===== src/rtl/serial_borrow_lookahead_subtractor_pkg.sv =====
// Shared types and constants for the digit-serial borrow-lookahead subtractor.
// Optional flag outputs are enabled with the SUB_FLAGS_EN macro in the top.
package serial_borrow_lookahead_subtractor_pkg;

  typedef enum logic [1:0] {
    IDLE = 2'b00,
    RUN  = 2'b01,
    DONE = 2'b10
  } state_e;

  localparam int DIGIT_W = 4;

  function automatic int clog2(input int value);
    int result;
    result = 0;
    while ((1 << result) < value) begin
      result = result + 1;
    end
    return result;
  endfunction

endpackage


===== src/rtl/serial_borrow_lookahead_subtractor_lookahead.sv =====
// Combinational 4-bit borrow-lookahead cell computing a - b - borrow_in,
// with group propagate/generate exported for a future multi-level tree.
module borrow_lookahead_4bit (
  input  logic [3:0] a,
  input  logic [3:0] b,
  input  logic       borrow_in,
  output logic [3:0] diff,
  output logic       borrow_out,
  output logic       grp_p,
  output logic       grp_g
);

  logic [3:0] p;
  logic [3:0] g;
  logic [3:0] br;

  // A borrow propagates when the bits are equal and is generated when a=0, b=1.
  always_comb begin
    p = ~(a ^ b);
    g = ~a & b;

    br[0] = borrow_in;
    br[1] = g[0] | (p[0] & borrow_in);
    br[2] = g[1] | (p[1] & g[0]) | (p[1] & p[0] & borrow_in);
    br[3] = g[2] | (p[2] & g[1]) | (p[2] & p[1] & g[0])
          | (p[2] & p[1] & p[0] & borrow_in);

    grp_g = g[3] | (p[3] & g[2]) | (p[3] & p[2] & g[1])
          | (p[3] & p[2] & p[1] & g[0]);
    grp_p = &p;

    borrow_out = grp_g | (grp_p & borrow_in);
    diff       = a ^ b ^ br;
  end

endmodule


===== src/rtl/serial_borrow_lookahead_subtractor.sv =====
// Digit-serial subtractor: DIFF = A - B, one 4-bit digit per clock with a
// registered inter-digit borrow. Define SUB_FLAGS_EN to add ovf/zero outputs.
module serial_borrow_lookahead_subtractor
  import serial_borrow_lookahead_subtractor_pkg::*;
#(
  parameter int WIDTH = 16
) (
  input  logic             clk,
  input  logic             reset_n,
  input  logic             in_valid,
  output logic             in_ready,
  input  logic [WIDTH-1:0] a,
  input  logic [WIDTH-1:0] b,
  output logic             out_valid,
  input  logic             out_ready,
  output logic [WIDTH-1:0] diff,
  output logic             borrow
`ifdef SUB_FLAGS_EN
  ,
  output logic             ovf,
  output logic             zero
`endif
);

  // WIDTH must be a multiple of DIGIT_W and at least DIGIT_W.
  localparam int DIGITS = WIDTH / DIGIT_W;
  localparam int CNT_W  = (DIGITS > 1) ? clog2(DIGITS) : 1;
  localparam logic [CNT_W-1:0] LAST_DIGIT = CNT_W'(DIGITS - 1);

  state_e             state_q, state_d;
  logic [WIDTH-1:0]   sa_q, sa_d;
  logic [WIDTH-1:0]   sb_q, sb_d;
  logic [WIDTH-1:0]   diff_q, diff_d;
  logic               borrow_q, borrow_d;
  logic [CNT_W-1:0]   cnt_q, cnt_d;

  logic [DIGIT_W-1:0] digit_diff;
  logic               digit_borrow;
  logic               grp_p;
  logic               grp_g;
  logic               unused_grp;

  borrow_lookahead_4bit u_cell (
    .a          (sa_q[DIGIT_W-1:0]),
    .b          (sb_q[DIGIT_W-1:0]),
    .borrow_in  (borrow_q),
    .diff       (digit_diff),
    .borrow_out (digit_borrow),
    .grp_p      (grp_p),
    .grp_g      (grp_g)
  );

  assign unused_grp = grp_p ^ grp_g;

  always_comb begin
    state_d  = state_q;
    sa_d     = sa_q;
    sb_d     = sb_q;
    diff_d   = diff_q;
    borrow_d = borrow_q;
    cnt_d    = cnt_q;

    unique case (state_q)
      IDLE: begin
        if (in_valid) begin
          sa_d     = a;
          sb_d     = b;
          borrow_d = 1'b0;
          cnt_d    = '0;
          state_d  = RUN;
        end
      end
      RUN: begin
        // Each new digit enters at the MSB end so the LSB digit lands at bit 0 last.
        sa_d     = sa_q >> DIGIT_W;
        sb_d     = sb_q >> DIGIT_W;
        diff_d   = (diff_q >> DIGIT_W) | (WIDTH'(digit_diff) << (WIDTH - DIGIT_W));
        borrow_d = digit_borrow;
        cnt_d    = cnt_q + CNT_W'(1);
        if (cnt_q == LAST_DIGIT) begin
          state_d = DONE;
        end
      end
      DONE: begin
        if (out_ready) begin
          state_d = IDLE;
        end
      end
      default: state_d = IDLE;
    endcase
  end

  always_ff @(posedge clk) begin
    if (!reset_n) begin
      state_q  <= IDLE;
      sa_q     <= '0;
      sb_q     <= '0;
      diff_q   <= '0;
      borrow_q <= 1'b0;
      cnt_q    <= '0;
    end else begin
      state_q  <= state_d;
      sa_q     <= sa_d;
      sb_q     <= sb_d;
      diff_q   <= diff_d;
      borrow_q <= borrow_d;
      cnt_q    <= cnt_d;
    end
  end

  assign in_ready  = (state_q == IDLE);
  assign out_valid = (state_q == DONE);
  assign diff      = diff_q;
  assign borrow    = borrow_q;

`ifdef SUB_FLAGS_EN
  logic a_msb_q, a_msb_d;
  logic b_msb_q, b_msb_d;
  logic zero_acc_q, zero_acc_d;
  logic ovf_q, ovf_d;
  logic zero_q, zero_d;

  // Flags are finalised on the last digit so they update on the same edge as diff.
  always_comb begin
    a_msb_d    = a_msb_q;
    b_msb_d    = b_msb_q;
    zero_acc_d = zero_acc_q;
    ovf_d      = ovf_q;
    zero_d     = zero_q;

    if (state_q == IDLE && in_valid) begin
      a_msb_d    = a[WIDTH-1];
      b_msb_d    = b[WIDTH-1];
      zero_acc_d = 1'b1;
    end else if (state_q == RUN) begin
      zero_acc_d = zero_acc_q & (digit_diff == '0);
      if (cnt_q == LAST_DIGIT) begin
        ovf_d  = (a_msb_q ^ b_msb_q) & (a_msb_q ^ digit_diff[DIGIT_W-1]);
        zero_d = zero_acc_d;
      end
    end
  end

  always_ff @(posedge clk) begin
    if (!reset_n) begin
      a_msb_q    <= 1'b0;
      b_msb_q    <= 1'b0;
      zero_acc_q <= 1'b0;
      ovf_q      <= 1'b0;
      zero_q     <= 1'b0;
    end else begin
      a_msb_q    <= a_msb_d;
      b_msb_q    <= b_msb_d;
      zero_acc_q <= zero_acc_d;
      ovf_q      <= ovf_d;
      zero_q     <= zero_d;
    end
  end

  assign ovf  = ovf_q;
  assign zero = zero_q;
`endif

endmodule


===== config.mk =====
export PLATFORM = sky130hd
export DESIGN_NAME = serial_borrow_lookahead_subtractor
export DESIGN_NICKNAME = d
export VERILOG_FILES = /design/src/rtl/serial_borrow_lookahead_subtractor_pkg.sv /design/src/rtl/serial_borrow_lookahead_subtractor_lookahead.sv /design/src/rtl/serial_borrow_lookahead_subtractor.sv
export SDC_FILE = /design/constraint.sdc
export NUM_CORES = 1
export LEC_CHECK = 0
export ABC_AREA = 1
export CORE_MARGIN = 2
export CORE_UTILIZATION = 33
export DETAILED_ROUTE_END_ITERATION = 8
export PLACE_DENSITY = 0.65
export SKIP_CTS_REPAIR_TIMING = 1
export SYNTH_ARGS = -nofsm -noshare
export SYNTH_HDL_FRONTEND = slang
export SYNTH_SLANG_ARGS = --single-unit
export TNS_END_PERCENT = 50

===== constraint.sdc =====
create_clock -name clk -period 1.9 [get_ports clk]
set_input_delay 0.57 -clock clk [delete_from_list [all_inputs] [get_ports clk]]
set_output_delay 0.57 -clock clk [all_outputs]
set_load 0.02 [all_outputs]

==> reports/metrics.yaml, run 1 <==
rr_startpoint: "state_q[0]$_SDFFE_PN0P_"
cpMaxStageDelayCell: "clkdlybuf4s50_1"
worst_ep_arrival_time_ns: 1.29
cts_tree: "yes"
crit_chain: "clkdlybuf4s50_1"
avgSynthCellArea_um2: 8.06
grt_pass1_wl_um: 8550
fin_skew_ns: 0.00647
drt-total-wl_um: 5160
core-area_mm2: 0.00635
dieArea_mm2: 0.00721
antenna_left: 0
wl_per_cell_um: 13.0
synth_seq_area_share: 0.491
busiest_layer: "met2"
synth_xor_area_frac: 0.00405
synth.distinct_cells: 23
r2r_slack_ns: 0.46
crit_type: "reg2out"
synth_fa_ha_area_frac: 0.0382
drive_gt1_frac: 0.0752
vias_per_cell: 5.11
worst_setup_path_end_kind: "output pin"
reg2reg_to: "state_q[0]$_SDFFE_PN0P_"
fin_nets: 361
synth_area_leader_cell: "dfxtp_1"
syn_to_final_growth_pct: 35.3
worst_ep_required_time_ns: 1.33
die_h_um: 84.9
hold_viol: 0
netlist_instances: 268
reg2reg_depth: 5
synth_mux_area_frac: 0
dp_hpwl_um: 3600
synth_flop_cell: "dfxtp_1"
grt-ovfl-total: 0
drc: 0
grtUsageMet3: 0.0370
max-clock-path-buffers: 2
seqCellArea_mm2: 0.00106
path_max_fanout: 3
grt_max_degree: 50
tightest_slew_ns: 0.454
drtPass1Iterations: 5
synthTopCellsByArea: "dfxtp_1, o21ai_0, a21oi_1"
synthSimpleGateAreaFrac: 0.133
critical_path.startpoint: "diff[14]$_SDFFE_PN0N_"
relSlewSlack: 0.697
post-route-period-util: 0.977
max_freq_mhz: 539
n_antenna_cell: 0
rsz0062_at_grt: "false"
p_leak_uw: 0.00133
vias: 2023
drv_cap: 0
multi_input_area_um2: 951
drv_slew: 0
min_period_ns: 1.86
met2_usage: 0.238
ir_drop_uv: 443
clkLatencyLatePin_ns: 0.30
final_util: 0.460
cts_root_buf: "clkbuf_8"
setup-violations-final: 0
gp_congestion: 0.745
critPathBufInv: 1
die_x_um: 84.9
yosys.area.top_type_share: 0.491
crit_cells: 1
synth_top_family_by_area: "compound AO/OA/AOI/OAI gates"
fin_tns_setup_ns: 0
hp-class: "reg2reg"
use_met1: 0.190
synthArstFlopShare: 0
cpPeakStageDelay_ns: 0.62
cts_sinks: 53
cp_top_family: "buffers and inverters"
cts_buffers: 5
h-tree-depth: 2
ys_ff_latch: 53
antenna_found_initial: 0
syn_nets: 310
grt_use_total: 0.145
synth_commonest_cells: "dfxtp_1, o21ai_0, a21oi_1"
startpoint_type: "flop"
drtIter0Drc: 120
synth_compound_area_frac: 0.265
portBuffers: 54
cts.clk_slew.worst_paths_ns: 0.10
grt_pass1_vias: 1895
initial_core_util: 0.340
yosysMostFrequentCell: "dfxtp_1"
yosys_warnings: 0
io_pins: 55
synth_area_mm2: 0.00216
outcome: "finished clean"
synth-edff-count: 0
crit_end: "diff[14]"
rows: 29
power-per-cell-area_mw_per_mm2: 878
nFillCells: 626
==> per-layer routing <==
layer,vias up,wire length (um)
met5,-,0
met4,0,44
met3,5,281
met2,55,2460
met1,933,2380
li1,1030,-
==> where the power goes <==
group,internal (uW),switching (uW)
logic,255,282
registers,1210,59.7
clock network,390,368
==> logic make-up (layout without fill, tap and decap cells) <==
kind of cell | Yosys count | after routing
flops | 53 | 53
buf+inv | 33 | 84
fa+ha+maj | 6 | 6
compound gates | 107 | 107
xor+xnor | 1 | 1
simple gates | 68 | 68
==> final cells by class <==
type | instances | area share
inverters | 13 | 0.0167
clock inverters | 2 | 0.0133
clock buffers | 5 | 0.0235
multi-input cells | 182 | 0.325
flip-flops and latches | 53 | 0.363
repair buffers | 64 | 0.225
well taps | 77 | 0.0330
==> through the flow <==
stage	hold WS [ns]	cells	cell area, um2	setup WS [ns]	power (uW)
after floorplan	0.429	268	2160	0.495	1610
after global placement	0.443	389	2790	0.127	1830
after detailed placement	0.451	389	2790	0.0905	1840
after CTS	0.467	396	2890	-0.223	2600
after global routing	0.490	396	2920	0.00153	2700
final	0.465	396	2920	0.0444	2570
==> worst min-delay path, cell delays in order (launching register included) <==
cell     delay [ns]
dfxtp_1        0.32
nand2_1        0.06
a21oi_1        0.05
==> cell usage in the layout, fill, tap and decap left out, types with 3 or more instances in the layout <==
master           netlist  final
nand3_1               12     12
o22ai_1               24     24
nor2_1                31     31
dfxtp_1               53     53
inv_1                 10     10
clkbuf_8               0      5
a21oi_1               40     40
nand2_1               20     20
dlymetal6s2s_1         0     12
buf_4                  0      9
inv_2                  3      3
ha_1                   5      5
o21ai_0               41     41
clkdlybuf4s50_1        0     42
==> sequential cells by signal, summed over array words and instances (netlist names) <==
name	flops
state_q	2
cnt_q	2
diff	16
borrow	1
sa_q	16
sb_q	16
==> how the worst min path moves through the flow <==
stage / startpoint / end / cells past startpoint
2_1_floorplan: cnt_q[0]$_SDFFE_PN0P_ / cnt_q[0]$_SDFFE_PN0P_ / 1
3_3_place_gp: cnt_q[0]$_SDFFE_PN0P_ / cnt_q[0]$_SDFFE_PN0P_ / 1
3_5_place_dp: cnt_q[0]$_SDFFE_PN0P_ / cnt_q[0]$_SDFFE_PN0P_ / 1
4_1_cts: cnt_q[0]$_SDFFE_PN0P_ / cnt_q[0]$_SDFFE_PN0P_ / 1
5_1_grt: sb_q[15]$_SDFFE_PN0P_ / sb_q[15]$_SDFFE_PN0P_ / 2
6_report: sb_q[15]$_SDFFE_PN0P_ / sb_q[15]$_SDFFE_PN0P_ / 2
Power figures use the tool's default switching activity.
==> inputs of run 2 (changes only) <==
Settings changed: ABC_AREA 1 to default, PLACE_DENSITY 0.65 to 0.63.
Clock period 1.9 ns to 2.1 ns, I/O delays scaled along.
==> run 2 against run 1 <==
Effect of this change: synthesized cell count rose by 8.2%; global-route usage fell by 0.24 points; total power fell by 13%; sequential power fell by 13%; routed wire length rose by 12%; worst hold slack got worse by 0.011 ns; flip-flop and latch count did not move; clock power fell by 11%; critical path type unchanged; via count rose by 6.6%; first-iteration DRC count fell by 28%; largest power group unchanged; critical endpoint is now in_ready; design area rose by 11%.
==> reports/metrics.yaml, run 2 <==
outcome: "finished clean"
combPwrFrac: 0.200  # -0.009
vias_per_cell: 4.90  # -4.0%
initial_core_util: 0.340  # about the same
p_total_uw: 2230  # -13%
crit_type: "reg2out"
cts_root_buf: "clkbuf_8"
post-route-period-util: 0.972
final_cell_mix: "dfxtp_1, clkdlybuf4s50_1, a21oi_1"
critPathBufInv: 1  # unchanged
grt_use_total: 0.142  # -0.00235
drc: 0  # unchanged
dieArea_mm2: 0.00818  # +13%
nFillCells: 743  # +19%
cts_sinks: 53  # unchanged
io_pins: 55  # unchanged
syn_to_final_growth_pct: 31.4
stdcell_area_mm2: 0.00324  # +11%
clkLatencyLatePin_ns: 0.31  # about the same
pre_cts_slack_ns: 0.139  # +0.0483 ns
finalWorstSetupSlack_ns: 0.0581  # +0.0137 ns
grt_pass1_wl_um: 9540  # +12%
worst_ep_arrival_time_ns: 1.41  # +0.12 ns
rr_startpoint: "state_q[0]$_SDFFE_PN0P_"
drv_slew: 0  # unchanged
setup-violations-final: 0  # unchanged
startpoint_type: "flop"
yosys_warnings: 0  # unchanged
synthTopCellsByArea: "dfxtp_1, o221a_2, a21oi_1"
drtIter0Drc: 87  # -28%
synth.distinct_cells: 32  # +39%
yosysMostFrequentCell: "dfxtp_1"
drt-total-wl_um: 5800  # +12%
power-per-cell-area_mw_per_mm2: 690  # -21%
synth_area_mm2: 0.00247  # +14%
p_int_uw: 1650  # -11%
grt-ovfl-total: 0  # unchanged
clkPwrFrac: 0.301  # +0.005
yosys.area.top_type_share: 0.430  # -0.0608
max-clock-path-buffers: 2  # unchanged
multi_input_area_mm2: 0.00127  # +33%
dp_hpwl_um: 4000  # +11%
portBuffers: 54  # unchanged
grt_max_degree: 47  # -6.0%
worst_setup_path_end_kind: "output pin"
cpMaxStageDelayCell: "clkdlybuf4s50_1"
vias: 2157  # +6.6%
max_freq_mhz: 490
wl_per_cell_um: 13.2  # +1.1%
rsz0062_at_grt: "false"
path_max_fanout: 4  # +1
drv_cap: 0  # unchanged
synth_commonest_cells: "dfxtp_1, a21oi_1, nor2_1"
critical_path.startpoint: "state_q[1]$_SDFFE_PN0P_"
syn_nets: 332  # +7.1%
relSlewSlack: 0.707  # +0.00975
min_period_ns: 2.04
drive_gt1_frac: 0.141  # +0.0655
hp-class: "reg2reg"
gp_congestion: 0.742  # -0.40%
p_seq_frac: 0.499  # +0.004
ir_drop_uv: 269  # -39%
die_h_um: 90.4  # +6.5%
seqCellArea_mm2: 0.00106  # unchanged
avgSynthCellArea_um2: 8.50  # +5.5%
p_leak_uw: 0.00125  # -5.3%
hold_viol: 0  # unchanged
fin_nets: 383  # +6.1%
cts_buffers: 5  # unchanged
synth-edff-count: 0  # unchanged
die_x_um: 90.4  # +6.5%
synth_area_leader_cell: "dfxtp_1"
rows: 31  # +6.9%
cpPeakStageDelay_ns: 0.62  # about the same
synthArstFlopShare: 0  # unchanged
synth_seq_area_share: 0.430  # -0.0608
crit_chain: "nor2_1 > clkdlybuf4s50_1"
cts.clk_slew.worst_paths_ns: 0.09  # about the same
ys_ff_latch: 53  # unchanged
antenna_found_initial: 0  # unchanged
cp_top_family: "buffers and inverters"
swShare: 0.260  # -0.0169
cts_tree: "yes"
hold_path_depth: 2  # unchanged
crit_cells: 2  # +1
switchingPower_uw: 580  # -18%
netlist_instances: 290  # +8.2%
grt_pass1_vias: 2007  # +5.9%
synth_flop_cell: "dfxtp_1"
fin_skew_ns: 0.0116  # +0.00512 ns
reg2reg_depth: 5  # unchanged
core-area_mm2: 0.00725  # +14%
min-delay-start: "diff[3]$_SDFFE_PN0N_"
tightest_slew_ns: 0.437  # -0.0168 ns
worst_ep_required_time_ns: 1.47  # +0.14 ns
n_antenna_cell: 0  # unchanged
drtPass1Iterations: 4  # -1
antenna_left: 0  # unchanged
dpl_cell_area_mm2: 0.00313  # +12%
h-tree-depth: 2  # unchanged
## run 2: final cells by class
type / count / share of cell area
Inverter: 7 / 0.00811
Timing Repair Buffer: 69 / 0.202
Tap cell: 99 / 0.0382
Multi-Input combinational cell: 205 / 0.392
Sequential cell: 53 / 0.328
Clock buffer: 5 / 0.0212
Clock inverter: 2 / 0.0108
## run 2: path summary, 6_finish.rpt
| kind | to | slack [ns] |
|---|---|---|
| setup / recovery | in_ready | 0.06 |
| hold reg to reg | diff[3]$_SDFFE_PN0N_ | 0.45 |
| hold / removal | diff[3]$_SDFFE_PN0N_ | 0.45 |
| setup reg to reg | diff[15]$_SDFFE_PN0N_ | 0.34 |
## run 2: kinds of logic (layout without fill, tap and decap cells)
logic type,Yosys count,after routing,synth area share
xor+xnor,1,1,0.00355
fa+ha+maj,6,6,0.0335
simple gates,107,107,0.205
compound gates,89,89,0.264
mux,2,2,0.00812
buf+inv,32,83,0.0553
flops,53,53,0.430
## run 2: tightest hold or removal path: cells and delay by family, from the launching register on
kind             cells  cell delay (ns)
AO/OA/AOI/OAI        1             0.05
flip-flops           1             0.32
AND/OR/NAND/NOR      1             0.05
## run 2: per-stage QoR
stage          hold WS (ns)  utilization  setup TNS [ns]  cells
5_1_grt               0.471        0.447               0    440
3_3_place_gp          0.441        0.432               0    433
4_1_cts               0.457        0.446         -0.0933    440
2_1_floorplan         0.459            -               0    290
3_5_place_dp          0.443        0.432               0    433
6_report              0.454        0.447               0    440
## run 2: power by group through the flow
| stage | registers (uW) | logic, uW | clock network [uW] |
|---|---|---|---|
| after global routing | 1120 | 494 | 731 |
| after CTS | 1120 | 451 | 705 |
| after detailed placement | 1140 | 449 | 0 |
| after floorplan | 1150 | 266 | 0 |
| final | 1110 | 447 | 672 |
| after global placement | 1140 | 445 | 0 |
## run 2: per-layer routing
metal | track usage | share of wire
met5 | 0 | 0
met4 | 0.0538 | 0.014
met3 | 0.0317 | 0.035
met2 | 0.219 | 0.46
met1 | 0.195 | 0.49
==> inputs of run 3 (changes only) <==
Settings changed: GPL_ROUTABILITY_DRIVEN from default to 1, PLACE_DENSITY 0.63 to default, PLACE_DENSITY_LB_ADDON from default to 0.1.
==> run 3 against run 2 <==
Effect of this change: count of clock-buffer cells in the layout up 1; critical path depth decreased by 1; first-iteration DRC count decreased by 13%; flip-flop and latch count unchanged; design area shrank 0.81%; maximum frequency grew 6.3%; setup slack better by 0.12 ns; clock skew shrank 0.0043 ns; global-route usage increased by 0.27 points; critical path type unchanged; largest power group unchanged; highest routed layer unchanged.
==> reports/metrics.yaml, run 3 (same netlist as run 2, synthesis figures left out) <==
grt_use_total: 0.145  # +0.00270
path_max_fanout: 3  # -1
critPathBufInv: 1  # unchanged
wl_per_cell_um: 13.8  # +4.7%
grt_pass1_vias: 1981  # -1.3%
fin_tns_setup_ns: 0  # unchanged
p_leak_uw: 0.00126  # +0.37%
crit_type: "reg2out"
startpoint_type: "flop"
p_total_uw: 2130  # -4.7%
initial_core_util: 0.340  # unchanged
max-clock-path-buffers: 2  # unchanged
vias_per_cell: 4.97  # +1.3%
post-route-period-util: 0.915  # -0.0572
max_freq_mhz: 520  # +6.3%
drive_gt1_frac: 0.133  # -0.00802
cpPeakStageDelay_ns: 0.62  # about the same
finalWorstSetupSlack_ns: 0.178  # +0.120 ns
drv_slew: 0  # unchanged
drtIter0Drc: 76  # -13%
antenna_left: 0  # unchanged
final_util: 0.443  # -0.00362
h-tree-depth: 2  # unchanged
portBuffers: 54  # unchanged
vias: 2175  # +0.83%
pre_cts_slack_ns: 0.0810  # -0.0578 ns
power-per-cell-area_mw_per_mm2: 663  # -3.9%
nFillCells: 747  # +0.54%
worst_ep_arrival_time_ns: 1.29  # -0.12 ns
die_x_um: 90.4  # unchanged
drtPass1Iterations: 4  # unchanged
n_antenna_cell: 0  # unchanged
tightest_slew_ns: 0.487  # +0.0502 ns
die_h_um: 90.4  # unchanged
outcome: "finished clean"
cts_buffers: 5  # unchanged
layoutNonFillerInstCount: 438  # -0.45%
layout_commonest_cell: "dfxtp_1"
syn_to_final_growth_pct: 30.3
clkLatencyLatePin_ns: 0.31  # about the same
grt_pass1_wl_um: 9740  # +2.2%
antenna_found_initial: 0  # unchanged
fin_nets: 380  # -0.78%
cts_sinks: 53  # unchanged
cts_root_buf: "clkbuf_8"
fin_skew_ns: 0.00731  # -0.00429 ns
min_period_ns: 1.92  # -0.120 ns
final_cell_mix: "dfxtp_1, clkdlybuf4s50_1, a21oi_1"
cts.clk_slew.worst_paths_ns: 0.09  # about the same
hp-class: "reg2reg"
drt-total-wl_um: 6040  # +4.2%
worst_ep_required_time_ns: 1.47  # about the same
relSlewSlack: 0.675  # -0.0317
dieArea_mm2: 0.00818  # unchanged
drv_cap: 0  # unchanged
grt_max_degree: 58  # +23%
rows: 31  # unchanged
cp_top_family: "buffers and inverters"
core-area_mm2: 0.00725  # unchanged
crit_chain: "clkdlybuf4s50_1"
drc: 0  # unchanged
io_pins: 55  # unchanged
setup-violations-final: 0  # unchanged
rsz0062_at_grt: "false"
cts_tree: "yes"
worst_setup_path_end_kind: "output pin"
cpMaxStageDelayCell: "clkdlybuf4s50_1"
grt-ovfl-total: 0  # unchanged
hold_viol: 0  # unchanged
ir_drop_uv: 272  # +1.1%
dp_hpwl_um: 4070  # +1.7%
gp_congestion: 0.791  # +6.7%
dp_cells: 430  # -0.69%
-- run 3: cell count changes in the layout (fill, tap and decap cells not counted) --
cell	delta
buf_12	+1
buf_4	-4
bufinv_16	-1
clkbuf_1	+1
clkdlybuf4s50_1	-2
clkinv_2	+1
dlymetal6s2s_1	+2
-- run 3: cell type report --
cell class	instances	area, um2	area share
multi-input combinational	205	1270	0.395
sequential	53	1060	0.330
timing repair buffer	66	651	0.202
tap	99	124	0.0386
clock buffer	6	72.6	0.0226
inverter	7	26.3	0.00818
clock inverter	2	10.0	0.00312
-- run 3: final timing paths --
check | cells past startpoint | from | slack [ns] | endpoint
worst min-delay path | 2 | diff[3]$_SDFFE_PN0N_ | 0.46 | diff[3]$_SDFFE_PN0N_
worst max-delay path | 1 | diff[8]$_SDFFE_PN0N_ | 0.18 | diff[8]
worst max register to register | 4 | state_q[0]$_SDFFE_PN0P_ | 0.38 | diff[15]$_SDFFE_PN0N_
worst min register to register | 2 | diff[3]$_SDFFE_PN0N_ | 0.46 | diff[3]$_SDFFE_PN0N_
-- run 3: worst reg2reg max path, delay by kind of cell (launching register included) --
| kind | cells | cell delay (ns) |
|---|---|---|
| flops | 1 | 0.40 |
| buf+inv | 1 | 0.45 |
| simple gates | 3 | 0.82 |
-- run 3: report_power, final --
part           leakage, uW  switching, uW  internal [uW]
Clock            0.0000450            332            232
Sequential        0.000436           45.4           1070
Combinational     0.000779            213            235
Total              0.00126            591           1540
-- run 3: through the flow --
stage | area [um2] | hold slack (ns)
after detailed placement | 3120 | 0.451
after global placement | 3120 | 0.444
after floorplan | 2470 | 0.459
after global routing | 3210 | 0.473
final | 3210 | 0.462
after CTS | 3210 | 0.464
-- run 3: per-layer routing --
layer / global-route usage / up-vias / routed length [um]
met5: 0 / - / 0
met4: 0.0538 / 0 / 102
met3: 0.0376 / 10 / 279
met2: 0.216 / 49 / 2700
met1: 0.202 / 1007 / 2960
li1: - / 1109 / -
